`src/rtl/bot_upd_ctrl.sv`:
```
// Rojobot update handshake: snapshots bot_info on an update edge, holds it for the CPU
// until acknowledged, defers one update that arrives during release, and counts the rest as misses.
module bot_upd_ctrl #(
    parameter int TIMEOUT_CYCLES = 1000000,
    parameter int MISS_W         = 8
) (
    input  logic              clk,
    input  logic              reset,
    input  logic              upd_sysregs,
    input  logic [31:0]       bot_info_in,
    input  logic              int_ack,
    input  logic              clr_status,
    output logic              bot_update_sync,
    output logic [31:0]       bot_info_out,
    output logic [MISS_W-1:0] miss_cnt,
    output logic              timeout_flag,
    output logic              busy
);

    localparam int CNT_W = (TIMEOUT_CYCLES > 2) ? $clog2(TIMEOUT_CYCLES) : 1;
    localparam logic [CNT_W-1:0]  TMO_LAST = CNT_W'(TIMEOUT_CYCLES - 1);
    localparam logic [MISS_W-1:0] MISS_MAX = '1;

    typedef enum logic [1:0] {
        IDLE    = 2'd0,
        PEND    = 2'd1,
        RELEASE = 2'd2
    } state_t;

    state_t             state_reg, state_next;
    logic               upd_q_reg;
    logic               arm_reg;
    logic               deferred_reg, deferred_next;
    logic [CNT_W-1:0]   tmo_cnt_reg;
    logic [31:0]        info_reg;
    logic [MISS_W-1:0]  miss_reg;
    logic               tmo_flag_reg;

    logic               evt;
    logic               capture;
    logic               miss_inc;
    logic               tmo_hit;

    // arm_reg blocks the first post-reset edge, where upd_q does not yet hold a real sample
    assign evt = arm_reg & upd_sysregs & ~upd_q_reg;

    always_ff @(posedge clk) begin
        if (reset) begin
            state_reg <= IDLE;
        end else begin
            state_reg <= state_next;
        end
    end

    always_comb begin
        state_next    = state_reg;
        deferred_next = deferred_reg;
        capture       = 1'b0;
        miss_inc      = 1'b0;
        tmo_hit       = 1'b0;
        case (state_reg)
            IDLE: begin
                if (evt) begin
                    capture    = 1'b1;
                    state_next = PEND;
                end
            end
            PEND: begin
                if (int_ack) begin
                    // an update racing the acknowledge is kept for after release
                    state_next = RELEASE;
                    if (evt) deferred_next = 1'b1;
                end else begin
                    if (evt) miss_inc = 1'b1;
                    if (tmo_cnt_reg == TMO_LAST) begin
                        tmo_hit    = 1'b1;
                        state_next = IDLE;
                    end
                end
            end
            RELEASE: begin
                if (!int_ack) begin
                    deferred_next = 1'b0;
                    if (deferred_reg || evt) begin
                        capture    = 1'b1;
                        state_next = PEND;
                    end else begin
                        state_next = IDLE;
                    end
                end else if (evt) begin
                    if (deferred_reg) miss_inc = 1'b1;
                    else              deferred_next = 1'b1;
                end
            end
            default: state_next = IDLE;
        endcase
    end

    always_comb begin
        bot_update_sync = (state_reg == PEND);
        busy            = (state_reg != IDLE);
    end

    always_ff @(posedge clk) begin
        if (reset) begin
            upd_q_reg    <= 1'b0;
            arm_reg      <= 1'b0;
            deferred_reg <= 1'b0;
            tmo_cnt_reg  <= '0;
            info_reg     <= '0;
            miss_reg     <= '0;
            tmo_flag_reg <= 1'b0;
        end else begin
            upd_q_reg    <= upd_sysregs;
            arm_reg      <= 1'b1;
            deferred_reg <= deferred_next;
            if (state_reg == PEND && state_next == PEND) begin
                tmo_cnt_reg <= tmo_cnt_reg + 1'b1;
            end else begin
                tmo_cnt_reg <= '0;
            end
            if (capture) begin
                info_reg <= bot_info_in;
            end
            if (clr_status) begin
                miss_reg     <= '0;
                tmo_flag_reg <= 1'b0;
            end else begin
                if (miss_inc && miss_reg != MISS_MAX) miss_reg <= miss_reg + 1'b1;
                if (tmo_hit) tmo_flag_reg <= 1'b1;
            end
        end
    end

    assign bot_info_out = info_reg;
    assign miss_cnt     = miss_reg;
    assign timeout_flag = tmo_flag_reg;

endmodule
```
`config.mk`:
```
export PLATFORM = sky130hd
export DESIGN_NAME = bot_upd_ctrl
export DESIGN_NICKNAME = d
export VERILOG_FILES = /design/src/rtl/bot_upd_ctrl.sv
export SDC_FILE = /design/constraint.sdc
export NUM_CORES = 1
export LEC_CHECK = 0
export ABC_AREA = 1
export ABC_CLOCK_PERIOD_IN_PS = 2330
export BUFFER_PORTS_ARGS = -buffer_cell sky130_fd_sc_hd__buf_2
export CORE_ASPECT_RATIO = 1.5
export CORE_UTILIZATION = 52
export DETAILED_ROUTE_END_ITERATION = 10
export PLACE_DENSITY = 0.88
export RECOVER_POWER = 50
export SLEW_MARGIN = 0
export SYNTH_ARGS = -nofsm -noshare
export SYNTH_HDL_FRONTEND = slang
export SYNTH_SLANG_ARGS = --single-unit
```
`constraint.sdc`:
```
create_clock -name clk -period 2.33 [get_ports clk]
set_clock_uncertainty 0.05 [all_clocks]
set_input_delay 0.3495 -clock clk [delete_from_list [all_inputs] [get_ports clk]]
set_output_delay 0.3495 -clock clk [all_outputs]
set_load 0.02 [all_outputs]
```
---- Word-level counts from Yosys, hierarchy flattened ----
Cells that the tools add are included.
word-level totals
  output and inout port bits .............. 43
  bits in registers ....................... 66
cells by class
  mux-type cells .......................... 23
  reduce and logical (&&, ||, !) cells .... 9
  equal/unequal tests ..................... 6
  bitwise gates (word level) .............. 4
  $add $sub $neg .......................... 2
operators by type and width
  kind                   number
  $add 20x1->20 const B  1
  $eq 20x20->1 const B   1
  $mux 1                 15
  $add 8x1->8 const B    1
  $mux 2                 4
  $ne 8x8->1 const B     1
  $pmux 1 s2             3
  $pmux 2 s3             1
  $eq 2x1->1 const B     2
  $reduce_bool 2->1      2
  $reduce_or 2->1        2
  $and 1x1->1            2
  $eq 2x2->1 const B     1
  $logic_and 1x1->1      2
  $logic_not 2->1        1
  $ne 2x2->1 const B     1
  $not 1->1              2
  $reduce_and 2->1       1
  $logic_or 1x1->1       1

---- Depth between registers and ports, before layout ----
  depth after elaboration ................. 10
  mapped depth ............................ 11

---- Worst setup path before layout ----
OpenSTA, ideal clock, no wires.
  path type ............................... flip-flop to flip-flop
  start ................................... reg state_reg[0]
  end ..................................... reg miss_reg[4] (netlist: miss_cnt[4])
  path slack .............................. 659 ps
  buffers on the path ..................... 0
  period minus slack after synthesis ...... 1671 ps
  arrival time ............................ 1508 ps
  cell stages (with the launch flop) ...... 10
  cells stage by stage .................... dfxtp_1 > ha_1 > nand2_1 > nand2_1 > nand3_1 > inv_2 > and3_1 > nand2_1 > nand2_1 > nor2_1
on the way
  word-level cells in the longest chain between the ends .. 3
RTL lines
  element                 line  text
  from (decl)             30    state_t state_reg, state_next;
  from (signal assigned)  51    state_reg <= state_next;
  $eq 2x1->1              --
  via bot_update_sync     13    output logic bot_update_sync,
  $pmux 1 s2              61    case (state_reg)
  $logic_and 1x1->1       129   if (miss_inc && miss_reg != MISS_MAX) miss_reg <= miss_reg + 1'b1;
  to (signal assigned)    129
  to (decl)               36    logic [MISS_W-1:0] miss_reg;
The timed path passes the listed nets, and every way through them passes these cells.
A chain may end at the register's enable or synchronous reset.

---- Worst setup path in the final report ----
  start ................................... reg state_reg[0]
  end ..................................... reg info_reg[9] (netlist: bot_info_out[9])
on the way
  word-level cells in the longest chain between the ends .. 2
RTL lines
  element                                        line  text
  $eq 2x2->1 or $logic_not 2->1 (tied branches)  61
  $pmux 1 s2 *                                   61
  to (signal assigned)                           123   info_reg <= bot_info_in;
  to (decl)                                      35    logic [31:0] info_reg;
Every way passes the cells marked *; elsewhere a longest branch is shown, timed or not.

==> metrics.txt <==
status completed; Die Footprint 6140 sq um; number of placed instances, taps included roughly 500; share of the cycle needed by the critical path after routing 0.891; average wire per cell in the routed design 12.9 microns; fin. max-slew vios 0; max cap viols 0; most used flip-flop cell after synthesis dfxtp_1; die extent in x roughly 64 microns; Synth Cell Area 3030 sq um; total CTS buffers 9; Worst EP arrival between 2 and 2.5 ns; endpoint required time on the critical path between 2 and 3 ns; Sequential Area 1320 sq um; Post-CTS Hold Fix Bufs 0; share of the yosys chip area belonging to registers 0.436; Logic pwr share 0.116; final worst path period need between 2 and 2.5 ns; initial standard-cell utilization of the core 0.547; vias per inst 5.22; clock tree sinks 66; number of DRC markers after the initial detailed-route iteration 80; Final Hold Slack between 0.15 and 0.2 ns; post-layout power 2570 uW; share of flip-flops with an asynchronous set or reset after synthesis 0; vias after detailed routing around 2,700; Post-layout nets between 400 and 500; clock network fraction of total power 0.413; Crit Path Class reg2reg; commonest cells after routing, fill and taps aside 66 x dfxtp_1, 57 x inv_1, 45 x clkbuf_1; number of flip-flops under the largest register name 32; power density of the placed cells approximately 710 nW/um^2; Crit Path Max Fanout 32; Filler Cells Inserted 480; ANT cells 0; P_sw between 600 and 700 uW; count of boundary I/O pins 80; vias in the first global route between 2,000 and 3,000; clk_lat worst skew 0.35 ns; Placer Congestion ~0.9; maximum root-to-sink buffer count 2; slew at the pin closest to its max-slew limit between 0.7 and 0.8 ns; Net Sw Frac 0.260; combined area of the multi-input logic cells roughly 1400 sq um; setup repair after global routing missed its margin no; synthesis-to-layout area growth 19.8%; Static Leak 0.00139 uW; H-Tree Level Count 3; number of design rule violations left after detail routing 0; first-pass GRT wire length about 11,000 microns; leftover overflow at the end of global routing 0; Global Route Usage Sum 0.228; router iterations before antenna repair 4; final WL just under 7000 microns; worst setup timing slack at the placement stage -0.0311 ns; timing-limited maximum frequency ~0.48 GHz; internal power 1900 uW; share of cells above drive strength 1 0.205; antenna-violating nets left 0; Critical Path End Type register; HPWL reported at the end of detailed placement 4520 microns; floorplan core area about 5500 sq um; number of nets in the synthesized netlist 411; Mapped Avg Cell Area about 8.2 sq um; number of hold violations in the final report 0; Post-synth EDFFs 0; count of warnings emitted by yosys 0; synthesized netlist cell count 368; final setup violation count 0; count of state elements after synthesis 66; CTS tree done; number of antenna violations at the first check in global routing 0; pin count of the biggest net entering global routing 34; sequential power share 0.470; height of the die about 95 microns; Worst slew margin 0.476; clock root cell clkbuf_8; path category of the worst min-delay check in2reg; number of placement rows 33; Final WS setup 0.253 ns; Cell Count, Final, Fillers Out 524; type of origin of the critical path register; Distinct cells, synth 36; peak supply drop approximately 500 uV; Buffers on Ports 79; commonest non-fill, non-tap cell in the layout dfxtp_1; Clock transition at path regs about 0.070 ns
[power by group through the flow]
| stage | sequential, uW | clock (uW) | combinational, uW |
|---|---|---|---|
| after global placement | 1230 | 0 | 285 |
| after floorplan | 1280 | 0 | 144 |
| after global routing | 1210 | 1120 | 327 |
| after detailed placement | 1230 | 0 | 297 |
| final | 1210 | 1060 | 298 |
| after CTS | 1200 | 1060 | 306 |
[logic make-up after synthesis]
group,after synthesis,share of synthesized area
DFF,66,0.436
adders and majority gates,6,0.0248
AOI/OAI and AO/OA,84,0.150
xor gates and xnor gates,19,0.0574
buffers and inverters,72,0.0983
and+or+nand+nor,121,0.233
[worst max-delay path, stage by stage (launching register included)]
cell and delay, ns:
dfxtp_1 0.45, inv_1 0.11, ha_1 0.36, a22oi_4 0.58, o21ai_0 0.23, a21oi_1 0.22
[layout make-up]
type	count	share of cell area
Clock buffer	11	0.0390
Sequential cell	66	0.364
Multi-Input combinational cell	232	0.392
Timing Repair Buffer	81	0.0979
Tap cell	70	0.0241
Clock inverter	5	0.0214
Inverter	59	0.0610
[through the flow]
step	TNS, ns	util	instance area, sq um
after floorplan	0	-	3030
after global placement	0	0.623	3450
after detailed placement	-0.0311	0.623	3450
after CTS	0	0.665	3680
after global routing	0	0.656	3630
final	0	0.656	3630
[worst paths after layout]
kind	slack [ns]	cells after the start	from	endpoint
worst max register to register	0.25	5	state_reg[0]	bot_info_out[9]
worst max-delay path	0.25	5	state_reg[0]	bot_info_out[9]
worst min register to register	0.40	2	bot_info_out[25]	bot_info_out[25]
worst min-delay path	0.20	3	upd_sysregs	upd_q_reg
[cells in the mapped netlist (all sizes together), types with 2 or more instances]
cell | instances | area [sq um]
nand3 | 15 | 95.1
xnor2 | 5 | 51.3
o21ai | 36 | 180
clkbuf | 7 | 28.8
nor3b | 2 | 15.0
o21a | 3 | 22.5
inv | 59 | 221
nor3 | 27 | 246
a21oi | 41 | 209
nand2 | 42 | 165
buf | 6 | 47.5
nor2 | 28 | 133
ha | 6 | 75.1
xor2 | 14 | 123
dfxtp | 66 | 1320
nand4 | 4 | 31.3
[timing repair]
item                                    4_1_cts  5_1_grt
buffers inserted                              0        0
gates resized for setup                       0        1
endpoints found under the setup margin        2       31
gates cloned                                  1        1
pin swaps                                     1        1
[layer usage]
metal | GRT usage | vias up | wire (microns)
met5 | 0 | - | 0
met4 | 0.148 | 0 | 195
met3 | 0.0586 | 16 | 343
met2 | 0.411 | 99 | 3590
met1 | 0.229 | 1264 | 2640
li1 | - | 1357 | -
No activity file was read; power rests on OpenSTA's default activity.
